$ cat src/rtl/wb_write_buffer_if.sv
// Wishbone line-wide bus bundle used on both sides of the posted write buffer.
//   adr    line address (master -> slave)
//   dat_m  write data   (master -> slave)
//   dat_s  read data    (slave -> master)
//   sel    byte enables (master -> slave)
//   cyc    bus cycle    (master -> slave)
//   stb    strobe       (master -> slave)
//   we     write enable (master -> slave)
//   ack    acknowledge  (slave -> master)
//   rty    retry        (slave -> master)
interface wb_write_buffer_if #(
    parameter int ADR_W  = 27,
    parameter int LINE_W = 256
);
    logic [ADR_W-1:0]    adr;
    logic [LINE_W-1:0]   dat_m;
    logic [LINE_W-1:0]   dat_s;
    logic [LINE_W/8-1:0] sel;
    logic                cyc;
    logic                stb;
    logic                we;
    logic                ack;
    logic                rty;

    modport master (
        output adr, dat_m, sel, cyc, stb, we,
        input  dat_s, ack, rty
    );

    modport slave (
        input  adr, dat_m, sel, cyc, stb, we,
        output dat_s, ack, rty
    );
endinterface

$ cat src/rtl/wb_write_buffer.sv
// Posted write buffer between the cache arbiter (upstream wishbone master) and
// physical memory. Line write-backs are absorbed into a small circular FIFO and
// acked in one cycle; writes to an already-buffered line merge bytes into it;
// reads of a fully-valid buffered line are answered from the buffer; read misses
// go to memory ahead of queued writes unless a partially-valid buffered copy of
// the line forces it to drain first.
// Ports:
//   clk  clock
//   rst  synchronous active-high reset (discards all buffered writes)
//   s    upstream bus, slave side (s.rty is tied low)
//   m    memory bus, master side (m.stb always follows m.cyc)
module wb_write_buffer #(
    parameter int DEPTH  = 4,
    parameter int LINE_W = 256,
    parameter int ADR_W  = 27
) (
    input  logic              clk,
    input  logic              rst,
    wb_write_buffer_if.slave  s,
    wb_write_buffer_if.master m
);
    localparam int SEL_W = LINE_W / 8;
    localparam int PTR_W = $clog2(DEPTH);
    localparam int CNT_W = $clog2(DEPTH + 1);

    typedef enum logic [1:0] {IDLE, READ, DRAIN} state_t;

    state_t            state_q;
    logic              valid_q [DEPTH];
    logic [ADR_W-1:0]  adr_q   [DEPTH];
    logic [LINE_W-1:0] data_q  [DEPTH];
    logic [SEL_W-1:0]  sel_q   [DEPTH];
    logic [PTR_W-1:0]  head_q, head_d;
    logic [PTR_W-1:0]  tail_q, tail_d;
    logic [CNT_W-1:0]  count_q, count_d;

    logic              s_ack_q;
    logic [LINE_W-1:0] s_dat_s_q;
    logic              m_cyc_q;
    logic              m_we_q;
    logic              retry_q;
    logic [ADR_W-1:0]  m_adr_q;
    logic [LINE_W-1:0] m_dat_m_q;
    logic [SEL_W-1:0]  m_sel_q;

    logic              req, wr, rd, mem_ack, pop;
    logic              hit, hit_full, head_busy;
    logic              do_merge, do_enq, rd_hit, rd_miss;
    logic              start_read, start_drain;
    logic [PTR_W-1:0]  hit_idx;

    // The master keeps its request up during the ack cycle; masking it there
    // prevents the same transfer from being taken twice.
    assign req     = s.cyc & s.stb & ~s_ack_q;
    assign wr      = req & s.we;
    assign rd      = req & ~s.we;
    assign mem_ack = m_cyc_q & m.ack;
    assign pop     = (state_q == DRAIN) & mem_ack;

    // The head being popped this cycle no longer counts as a match, so a
    // stalled write to that line is enqueued fresh in the same cycle.
    always_comb begin
        hit     = 1'b0;
        hit_idx = '0;
        for (int i = 0; i < DEPTH; i++) begin
            if (valid_q[i] && (adr_q[i] == s.adr) &&
                !(pop && (PTR_W'(i) == head_q))) begin
                hit     = 1'b1;
                hit_idx = PTR_W'(i);
            end
        end
    end

    assign hit_full    = hit & (&sel_q[hit_idx]);
    assign rd_miss     = rd & ~hit;
    assign start_read  = (state_q == IDLE) & rd_miss;
    assign start_drain = (state_q == IDLE) & ~rd_miss & (count_q != '0);
    // The head is frozen from the cycle its fields are copied onto the memory
    // bus until the drain completes.
    assign head_busy   = hit & (hit_idx == head_q) & ((state_q == DRAIN) | start_drain);
    assign do_merge    = wr & hit & ~head_busy;
    assign do_enq      = wr & ~hit & ((count_q != CNT_W'(DEPTH)) | pop);
    assign rd_hit      = rd & hit_full & (state_q != READ);

    assign head_d  = head_q + PTR_W'(pop);
    assign tail_d  = tail_q + PTR_W'(do_enq);
    assign count_d = count_q + CNT_W'(do_enq) - CNT_W'(pop);

    assign s.ack   = s_ack_q;
    assign s.dat_s = s_dat_s_q;
    assign s.rty   = 1'b0;
    assign m.adr   = m_adr_q;
    assign m.dat_m = m_dat_m_q;
    assign m.sel   = m_sel_q;
    assign m.cyc   = m_cyc_q;
    assign m.stb   = m_cyc_q;
    assign m.we    = m_we_q;

    always_ff @(posedge clk) begin
        if (rst) begin
            state_q   <= IDLE;
            head_q    <= '0;
            tail_q    <= '0;
            count_q   <= '0;
            for (int i = 0; i < DEPTH; i++) valid_q[i] <= 1'b0;
            s_ack_q   <= 1'b0;
            s_dat_s_q <= '0;
            m_cyc_q   <= 1'b0;
            m_we_q    <= 1'b0;
            retry_q   <= 1'b0;
            m_adr_q   <= '0;
            m_dat_m_q <= '0;
            m_sel_q   <= '0;
        end else begin
            head_q  <= head_d;
            tail_q  <= tail_d;
            count_q <= count_d;
            // Enqueue follows pop so a full-buffer pop+enqueue into the same
            // slot leaves it valid.
            if (pop)    valid_q[head_q] <= 1'b0;
            if (do_enq) valid_q[tail_q] <= 1'b1;

            s_ack_q <= do_enq | do_merge | rd_hit;
            if (rd_hit) s_dat_s_q <= data_q[hit_idx];

            case (state_q)
                IDLE: begin
                    if (start_read) begin
                        state_q <= READ;
                        m_cyc_q <= 1'b1;
                        m_we_q  <= 1'b0;
                        m_adr_q <= s.adr;
                        m_sel_q <= '1;
                    end else if (start_drain) begin
                        state_q   <= DRAIN;
                        m_cyc_q   <= 1'b1;
                        m_we_q    <= 1'b1;
                        m_adr_q   <= adr_q[head_q];
                        m_dat_m_q <= data_q[head_q];
                        m_sel_q   <= sel_q[head_q];
                    end
                end
                default: begin
                    // A retried transfer is re-presented unchanged after one
                    // cycle with m.cyc low.
                    if (retry_q) begin
                        m_cyc_q <= 1'b1;
                        retry_q <= 1'b0;
                    end else if (mem_ack) begin
                        state_q <= IDLE;
                        m_cyc_q <= 1'b0;
                        m_we_q  <= 1'b0;
                        if (state_q == READ) begin
                            s_ack_q   <= 1'b1;
                            s_dat_s_q <= m.dat_s;
                        end
                    end else if (m_cyc_q && m.rty) begin
                        m_cyc_q <= 1'b0;
                        retry_q <= 1'b1;
                    end
                end
            endcase
        end
    end

    // Entry payload carries no reset; valid_q alone decides what is live.
    always_ff @(posedge clk) begin
        if (do_merge) begin
            for (int b = 0; b < SEL_W; b++) begin
                if (s.sel[b]) data_q[hit_idx][8*b +: 8] <= s.dat_m[8*b +: 8];
            end
            sel_q[hit_idx] <= sel_q[hit_idx] | s.sel;
        end
        if (do_enq) begin
            adr_q[tail_q]  <= s.adr;
            data_q[tail_q] <= s.dat_m;
            sel_q[tail_q]  <= s.sel;
        end
    end
endmodule

$ cat src/flat_wrapper.sv
// flat-port wrapper written by rule: the top's interface ports become plain ports
module wb_write_buffer_flat 
#(
    parameter int DEPTH  = 4,
    parameter int LINE_W = 256,
    parameter int ADR_W  = 27
)
  (clk, rst, s_adr, s_dat_m, s_sel, s_cyc, s_stb, s_we, s_dat_s, s_ack, s_rty, m_adr, m_dat_m, m_sel, m_cyc, m_stb, m_we, m_dat_s, m_ack, m_rty);
  wb_write_buffer_if #(.ADR_W(ADR_W), .LINE_W(LINE_W)) s_i ();
  wb_write_buffer_if #(.ADR_W(ADR_W), .LINE_W(LINE_W)) m_i ();
  input  logic clk;
  input  logic rst;
  input wire logic [$bits(s_i.adr)-1:0] s_adr;
  input wire logic [$bits(s_i.dat_m)-1:0] s_dat_m;
  input wire logic [$bits(s_i.sel)-1:0] s_sel;
  input wire logic [$bits(s_i.cyc)-1:0] s_cyc;
  input wire logic [$bits(s_i.stb)-1:0] s_stb;
  input wire logic [$bits(s_i.we)-1:0] s_we;
  output wire logic [$bits(s_i.dat_s)-1:0] s_dat_s;
  output wire logic [$bits(s_i.ack)-1:0] s_ack;
  output wire logic [$bits(s_i.rty)-1:0] s_rty;
  output wire logic [$bits(m_i.adr)-1:0] m_adr;
  output wire logic [$bits(m_i.dat_m)-1:0] m_dat_m;
  output wire logic [$bits(m_i.sel)-1:0] m_sel;
  output wire logic [$bits(m_i.cyc)-1:0] m_cyc;
  output wire logic [$bits(m_i.stb)-1:0] m_stb;
  output wire logic [$bits(m_i.we)-1:0] m_we;
  input wire logic [$bits(m_i.dat_s)-1:0] m_dat_s;
  input wire logic [$bits(m_i.ack)-1:0] m_ack;
  input wire logic [$bits(m_i.rty)-1:0] m_rty;
  assign s_i.adr = s_adr;
  assign s_i.dat_m = s_dat_m;
  assign s_i.sel = s_sel;
  assign s_i.cyc = s_cyc;
  assign s_i.stb = s_stb;
  assign s_i.we = s_we;
  assign s_dat_s = s_i.dat_s;
  assign s_ack = s_i.ack;
  assign s_rty = s_i.rty;
  assign m_adr = m_i.adr;
  assign m_dat_m = m_i.dat_m;
  assign m_sel = m_i.sel;
  assign m_cyc = m_i.cyc;
  assign m_stb = m_i.stb;
  assign m_we = m_i.we;
  assign m_i.dat_s = m_dat_s;
  assign m_i.ack = m_ack;
  assign m_i.rty = m_rty;
  wb_write_buffer #(.DEPTH(DEPTH), .LINE_W(LINE_W), .ADR_W(ADR_W)) u_core (.clk(clk), .rst(rst), .s(s_i), .m(m_i));
endmodule
$ cat config.mk
export PLATFORM = sky130hd
export DESIGN_NAME = wb_write_buffer_flat
export DESIGN_NICKNAME = d
export VERILOG_FILES = /design/src/rtl/wb_write_buffer_if.sv /design/src/rtl/wb_write_buffer.sv /design/src/flat_wrapper.sv
export SDC_FILE = /design/constraint.sdc
export NUM_CORES = 2
export LEC_CHECK = 0
export CAP_MARGIN = 20
export CORE_AREA = 3 3 444 446
export CTS_CLUSTER_SIZE = 20
export DETAILED_ROUTE_END_ITERATION = 6
export DIE_AREA = 0 0 447 449
export DONT_BUFFER_PORTS = 1
export PLACE_DENSITY = 0.64
export SETUP_SLACK_MARGIN = 0.15
export SKIP_LAST_GASP = 1
export SLEW_MARGIN = 30
export SYNTH_ARGS = -nofsm -noshare
export SYNTH_HDL_FRONTEND = slang
export SYNTH_SLANG_ARGS = --single-unit
$ cat constraint.sdc
create_clock -name clk -period 5.2 [get_ports clk]
set_input_delay 0.52 -clock clk [delete_from_list [all_inputs] [get_ports clk]]
set_output_delay 0.52 -clock clk [all_outputs]
set_load 0.05 [all_outputs]
# After elaboration in Yosys (flattened, before gate mapping)
# Memories as Yosys holds them, arrays and structs flattened. A register that Yosys moved wholly into a read port is not among the register bits.
# Index checks and enable logic that the tools add are counted.
totals:
  regBits: 328
  mem_count: 4
  output_inout_bits: 576
  ram_bits: 1264
  elab_cells: 254
  inputBits: 578
memory_table:
  columns: ["name", "depth", "word_bits", "rd", "rd_ports_with_merged_regs", "write_ports", "line", "source"]
  rows:
  - ["u_core.data_q", 4, 256, 2, 1, 1, "wb_write_buffer.sv:31", "logic [LINE_W-1:0] data_q [DEPTH];"]
  - ["u_core.sel_q", 4, 32, 2, 1, 1, "wb_write_buffer.sv:32", "logic [SEL_W-1:0] sel_q [DEPTH];"]
  - ["u_core.adr_q", 4, 27, 5, 1, 1, "wb_write_buffer.sv:30", "logic [ADR_W-1:0] adr_q [DEPTH];"]
  - ["u_core.valid_q", 4, 1, 4, 0, 4, "wb_write_buffer.sv:29", "logic valid_q [DEPTH];"]
op_classes:
  addsub: 4
  n_reduce_logical: 32
  mux: 159
  bitwise: 30
  n_eq_ne: 14
op_table:
  columns: ["operator", "n"]
  rows:
  - ["$mux W256", 6]
  - ["$reduce_or A256 Y1", 1]
  - ["$mux W1", 134]
  - ["$mux W32", 4]
  - ["$eq A27 B27 Y1", 4]
  - ["$mux W27", 2]
  - ["$or A32 B32 Y32", 1]
  - ["$reduce_and A32 Y1", 1]
  - ["$reduce_or A32 Y1", 1]
  - ["$mux W2", 13]
  - ["$and A1 B1 Y1", 19]
  - ["$logic_and A1 B1 Y1", 13]
  - ["$not A1 Y1", 6]
  - ["$reduce_and A3 Y1", 2]
  - ["$add A2 B1 Y2", 2]
  - ["$eq A2 B2 Y1 const A", 2]
  - ["$logic_not A1 Y1", 4]
  - ["$logic_not A2 Y1", 2]
  - ["$or A1 B1 Y1", 4]
  - ["$reduce_and A2 Y1", 2]
  - ["$reduce_bool A2 Y1", 2]
  - ["$reduce_bool A4 Y1", 1]
  - ["$add A3 B1 Y3", 1]
  - ["$ne A3 B1 Y1 const B", 1]
  - ["10 further kinds", 11]

# Depth between registers and ports, before layout
depth:
  ltp_word: 24
  depth_mapped: 18
  depth_no_buf: 12

# Worst setup path before layout
# No wires, ideal clock.
synth_timing:
  path_type: "input -> register"
  startpoint: "in s_adr[24]"
  endpoint: "mem u_core.sel_q[3][0] (netlist name), enable pin"
  stages: 16
  required_ns: 4.798
  slack_ns: 0.360
  n_path_buf: 5
  arrival_ns: 4.438
  cell_sequence: "buf_2 xnor2_1 nand4_1 or4_1 or4_4 buf_6 buf_2 o2111ai_1 nor2_1 nor4_1 o211ai_1 a21oi_1 or3b_2 clkbuf_1 clkbuf_1 inv_1"
synth_via:
  elab_chain_len: 19
synth_lines:
  columns: ["element", "line", "source"]
  rows:
  - ["from (decl)", "flat_wrapper.sv:13", "input wire logic [$bits(s_i.adr)-1:0] s_adr;"]
  - ["$eq A27 B27 Y1", "wb_write_buffer.sv:66", "if (valid_q[i] && (adr_q[i] == s.adr) &&"]
  - ["$logic_and A1 B1 Y1 (2 in a row)", "wb_write_buffer.sv:66", null]
  - ["$mux W1 (4 in a row)", "wb_write_buffer.sv:66", null]
  - ["$not A1 Y1", "wb_write_buffer.sv:75, wb_write_buffer.sv:82", null]
  - ["$and A1 B1 Y1", "wb_write_buffer.sv:75", "assign rd_miss = rd & ~hit;"]
  - ["$not A1 Y1", "wb_write_buffer.sv:77", "assign start_drain = (state_q == IDLE) & ~rd_miss & (count_q != '0);"]
  - ["$and A1 B1 Y1 (2 in a row)", "wb_write_buffer.sv:77", null]
  - ["$or A1 B1 Y1", "wb_write_buffer.sv:80", "assign head_busy = hit & (hit_idx == head_q) & ((state_q == DRAIN) | start_drain);"]
  - ["$and A1 B1 Y1", "wb_write_buffer.sv:80", null]
  - ["$not A1 Y1", "wb_write_buffer.sv:81", "assign do_merge = wr & hit & ~head_busy;"]
  - ["$and A1 B1 Y1", "wb_write_buffer.sv:81", null]
  - ["$mux W1", "wb_write_buffer.sv:168", "if (do_merge) begin"]
  - ["$mux W1 (not written as such)", "wb_write_buffer.sv:172", "sel_q[hit_idx] <= sel_q[hit_idx] | s.sel;"]
  - ["$mux W1 (no line)", null, null]
  - ["to (decl)", "wb_write_buffer.sv:32", null]
# Several ways; a longest one is shown, not always the timed one.

==> run_results.csv <==
group,metric,value,unit
yosys,synth_async_sr_flop_share,0,%
yosys,synth_edf_count,1260,
pwr,p_clk_share,40.2,%
sta,clock_skew,0.0597,ns
layout,fin_nets,7649,
yosys,yosysWarnings,0,
critical_path,rr_startpoint,"u_core.adr_q[2][14]",
yosys,synth_top_family_by_area,"multiplexers",
sta,period_needed,4.92,ns
critical_path,critPathMaxFanout,114,
floorplanning,initial_utilization,42.5,%
sta,period_share,94.7,%
critical_path,critical_path_arrival,5.62,ns
clocking,clk_latency,0.87,ns
route,wl,302,mm
critical_path,startpoint,"u_core.adr_q[2][14]",
clocking,clock-sinks,1847,
layout,final_util,51.2,%
sta,slew-limit-headroom,-14.0,%
sta,fmax,203,MHz
pwr,power.density,356,mW/mm^2
clocking,htreeDepth,4,
floorplanning,die_x,447,um
job,drv_cap,0,
yosys,syn_nets,7147,
clocking,cts.path.max_buffers,3,
yosys,synth_seq_cells,1847,
outcome,run_status,"finished, violations left",
layout,final_common_cell,"edfxtp_1",
layout,area_growth,20.5,%
floorplanning,rows,161,
sta,layout_setup_ws,0.276,ns
placed_design,dp_hpwl,198,mm
pwr,switching_share,27.8,%
yosys,netlist_area,0.0819,mm^2
pwr,ir_drop,0.000390,V
yosys,ys_seq_area_share,60.5,%
global_route,track_usage,28.8,%
critical_path,required,5.90,ns
worst_hold_path,hold_path.class,"primary input to flip-flop",
pwr,p_sw,9.75,mW
global_route,antenna_found_initial,77,
placed_design,place_congestion,0.924,
placed_design,port_buffers,0,
yosys,yosys.area_share.simple,11.6,%
route,drt_iter0_drc,7254,
yosys,yosys.area_share.xor_xnor,1.27,%
floorplanning,chipHeight,449,um
layout,drive_above_1_share,12.5,%
pwr,cellLeakagePower,30.9,nW
critical_path,cp-start-kind,"flip-flop",
sta,rsz0062_at_grt,"false",
route,routedWlPerCell,30.6,um
route,routed_via_density,6.25,
sta,fin_setup_tns,0,ns
yosys,yosysUniqueCellTypes,63,
global_route,grt_pass1_vias,59300,
critical_path,endpoint_kind,"flip-flop",
floorplanning,coreArea,0.193,mm^2
floorplanning,io_pins,1154,
yosys,synthMuxAreaShare,12.0,%
outcome,violations,"slew limit",
sta,tightest_slew,1.71,ns
sta,drv_slew,119,
route,ant_nets,0,
pwr,internal_power,25.4,mW
clocking,cts_tree,"done",
yosys,synth_compound_area_share,11.3,%
global_route,overflow,0,
pwr,pwr-share-comb,8.2,%
clocking,root_buffer,"clkbuf_16",
route,vias,61500,
sta,setup_viol,0,
placed_design,detailedPlace.worstSlack,0.248,ns
layout,layout_common_cells,"edfxtp_1 (1260), dlygate4sd3_1 (690), dfxtp_1 (584)",
yosys,synth_flop_cell,"edfxtp_1",
critical_path,path_class,"flip-flop to flip-flop",
clocking,numCtsBuffers,194,
global_route,grt_max_degree,358,
clocking,clk_transition_reported_paths,0.06,ns
yosys,synth.avg_cell_area,12.5,um^2
route,dr.pass1.iters,6,
sta,hold_violations,0,
pwr,sequentialPowerShare,51.6,%
global_route,grt_first_pass_wirelength,426,mm
floorplanning,die-area,0.201,mm^2
yosys,yosys.area_share.adder,0.0855,%
route,drc,0,
worst_hold_path,holdCritStartpoint,"s_adr[4]",
yosys,syn_inst,6564,
==> stage by stage <==
| stage | hold WS, ns | std cells | area (um^2) | total power, mW |
|---|---|---|---|---|
| global route | 0.0289 | 9828 | 98700 | 36.1 |
| finish | 0.111 | 9848 | 98700 | 35.1 |
| CTS | 0.00453 | 9753 | 98300 | 35.2 |
| floorplan | 0.478 | 6564 | 81900 | 19.6 |
| detailed placement | 0.535 | 8691 | 84800 | 20.6 |
| global placement | 0.534 | 8690 | 84700 | 20.5 |
==> synth_stat cells, drive strengths merged (37+ instances only) <==
cell type  instances  share of area (%)
o21ai            343                2.1
nor3              60               0.37
nand3b           262                2.4
o311ai           256                2.7
dfxtp            587                 14
nand4             37               0.28
nor3b            257                2.4
a21oi            560                3.4
nor2             562                2.6
xnor2             94                1.0
mux4             315                8.7
mux2i            270                3.3
nand3             49               0.30
buf               91               0.74
edfxtp          1260                 46
a211oi           266                2.4
nand2            556                2.5
clkbuf           539                2.5
==> per-layer routing <==
layer	GRT usage (%)	part of all wire [%]	vias up
li1	-	-	26100
met1	35.8	37	31000
met2	45.7	47	3676
met3	7.25	9.9	721
met4	16.0	5.9	10
met5	0	0.022	-
==> worst paths after layout <==
check	end	slack, ns	cells past startpoint
max	u_core.s.dat_s[90]	0.28	14
min	u_core.m.adr[4]	0.11	4
max reg2reg	u_core.s.dat_s[90]	0.28	14
min reg2reg	u_core.retry_q	0.55	2
==> flip-flops by register name, summed over array words and instances (netlist names), 2 cells and up <==
register	flops
u_core.adr_q	108
u_core.count_q	3
u_core.data_q	1024
u_core.head_q	2
u_core.m.adr	27
u_core.m.dat_m	256
u_core.m.sel	32
u_core.s.dat_s	256
u_core.sel_q	128
u_core.tail_q	2
u_core.valid_q	4
==> cells by family after synthesis <==
family,count (synthesis)
simple gates,1873
flops,1847
compound gates,1489
buf+inv,647
mux,585
xor+xnor,117
fa+ha+maj,5
other cells,1
==> cell type report <==
class | count | area (um^2)
fill | 16300 | 94300
sequential | 1847 | 49600
multi-input combinational | 4071 | 29800
timing repair buffer | 935 | 9380
clock buffer | 283 | 5500
tap | 2526 | 3160
clock inverter | 87 | 1030
antenna | 82 | 205
inverter | 17 | 63.8
==> repair_timing <==
action                                 4_1_cts  5_1_grt
setup endpoints to repair                    0       67
hold buffers                               692        1
gates resized for setup                      0        3
endpoints found under the hold margin     1738        1
setup buffers                                0        6
==> power by group through the flow <==
stage          Sequential (mW)  Combinational, mW  Clock (mW)
2_1_floorplan             18.1               1.50           0
3_3_place_gp              18.4               2.11           0
3_5_place_dp              18.4               2.15           0
4_1_cts                   18.1               2.82        14.3
5_1_grt                   18.1               3.10        14.9
6_report                  18.1               2.88        14.1
==> worst max-delay path: stages (launching register included) <==
cell	delay, ns
edfxtp_1	0.41
xnor2_1	0.36
nand4_1	0.17
or4_1	0.55
or4_4	0.64
nand3_1	0.15
o211ai_1	0.14
a2111oi_0	0.44
buf_4	0.18
nand4_1	0.09
or4_4	0.46
buf_4	0.18
buf_12	0.17
o21ai_0	0.41
o311ai_1	0.19
Power figures use the tool's default switching activity.
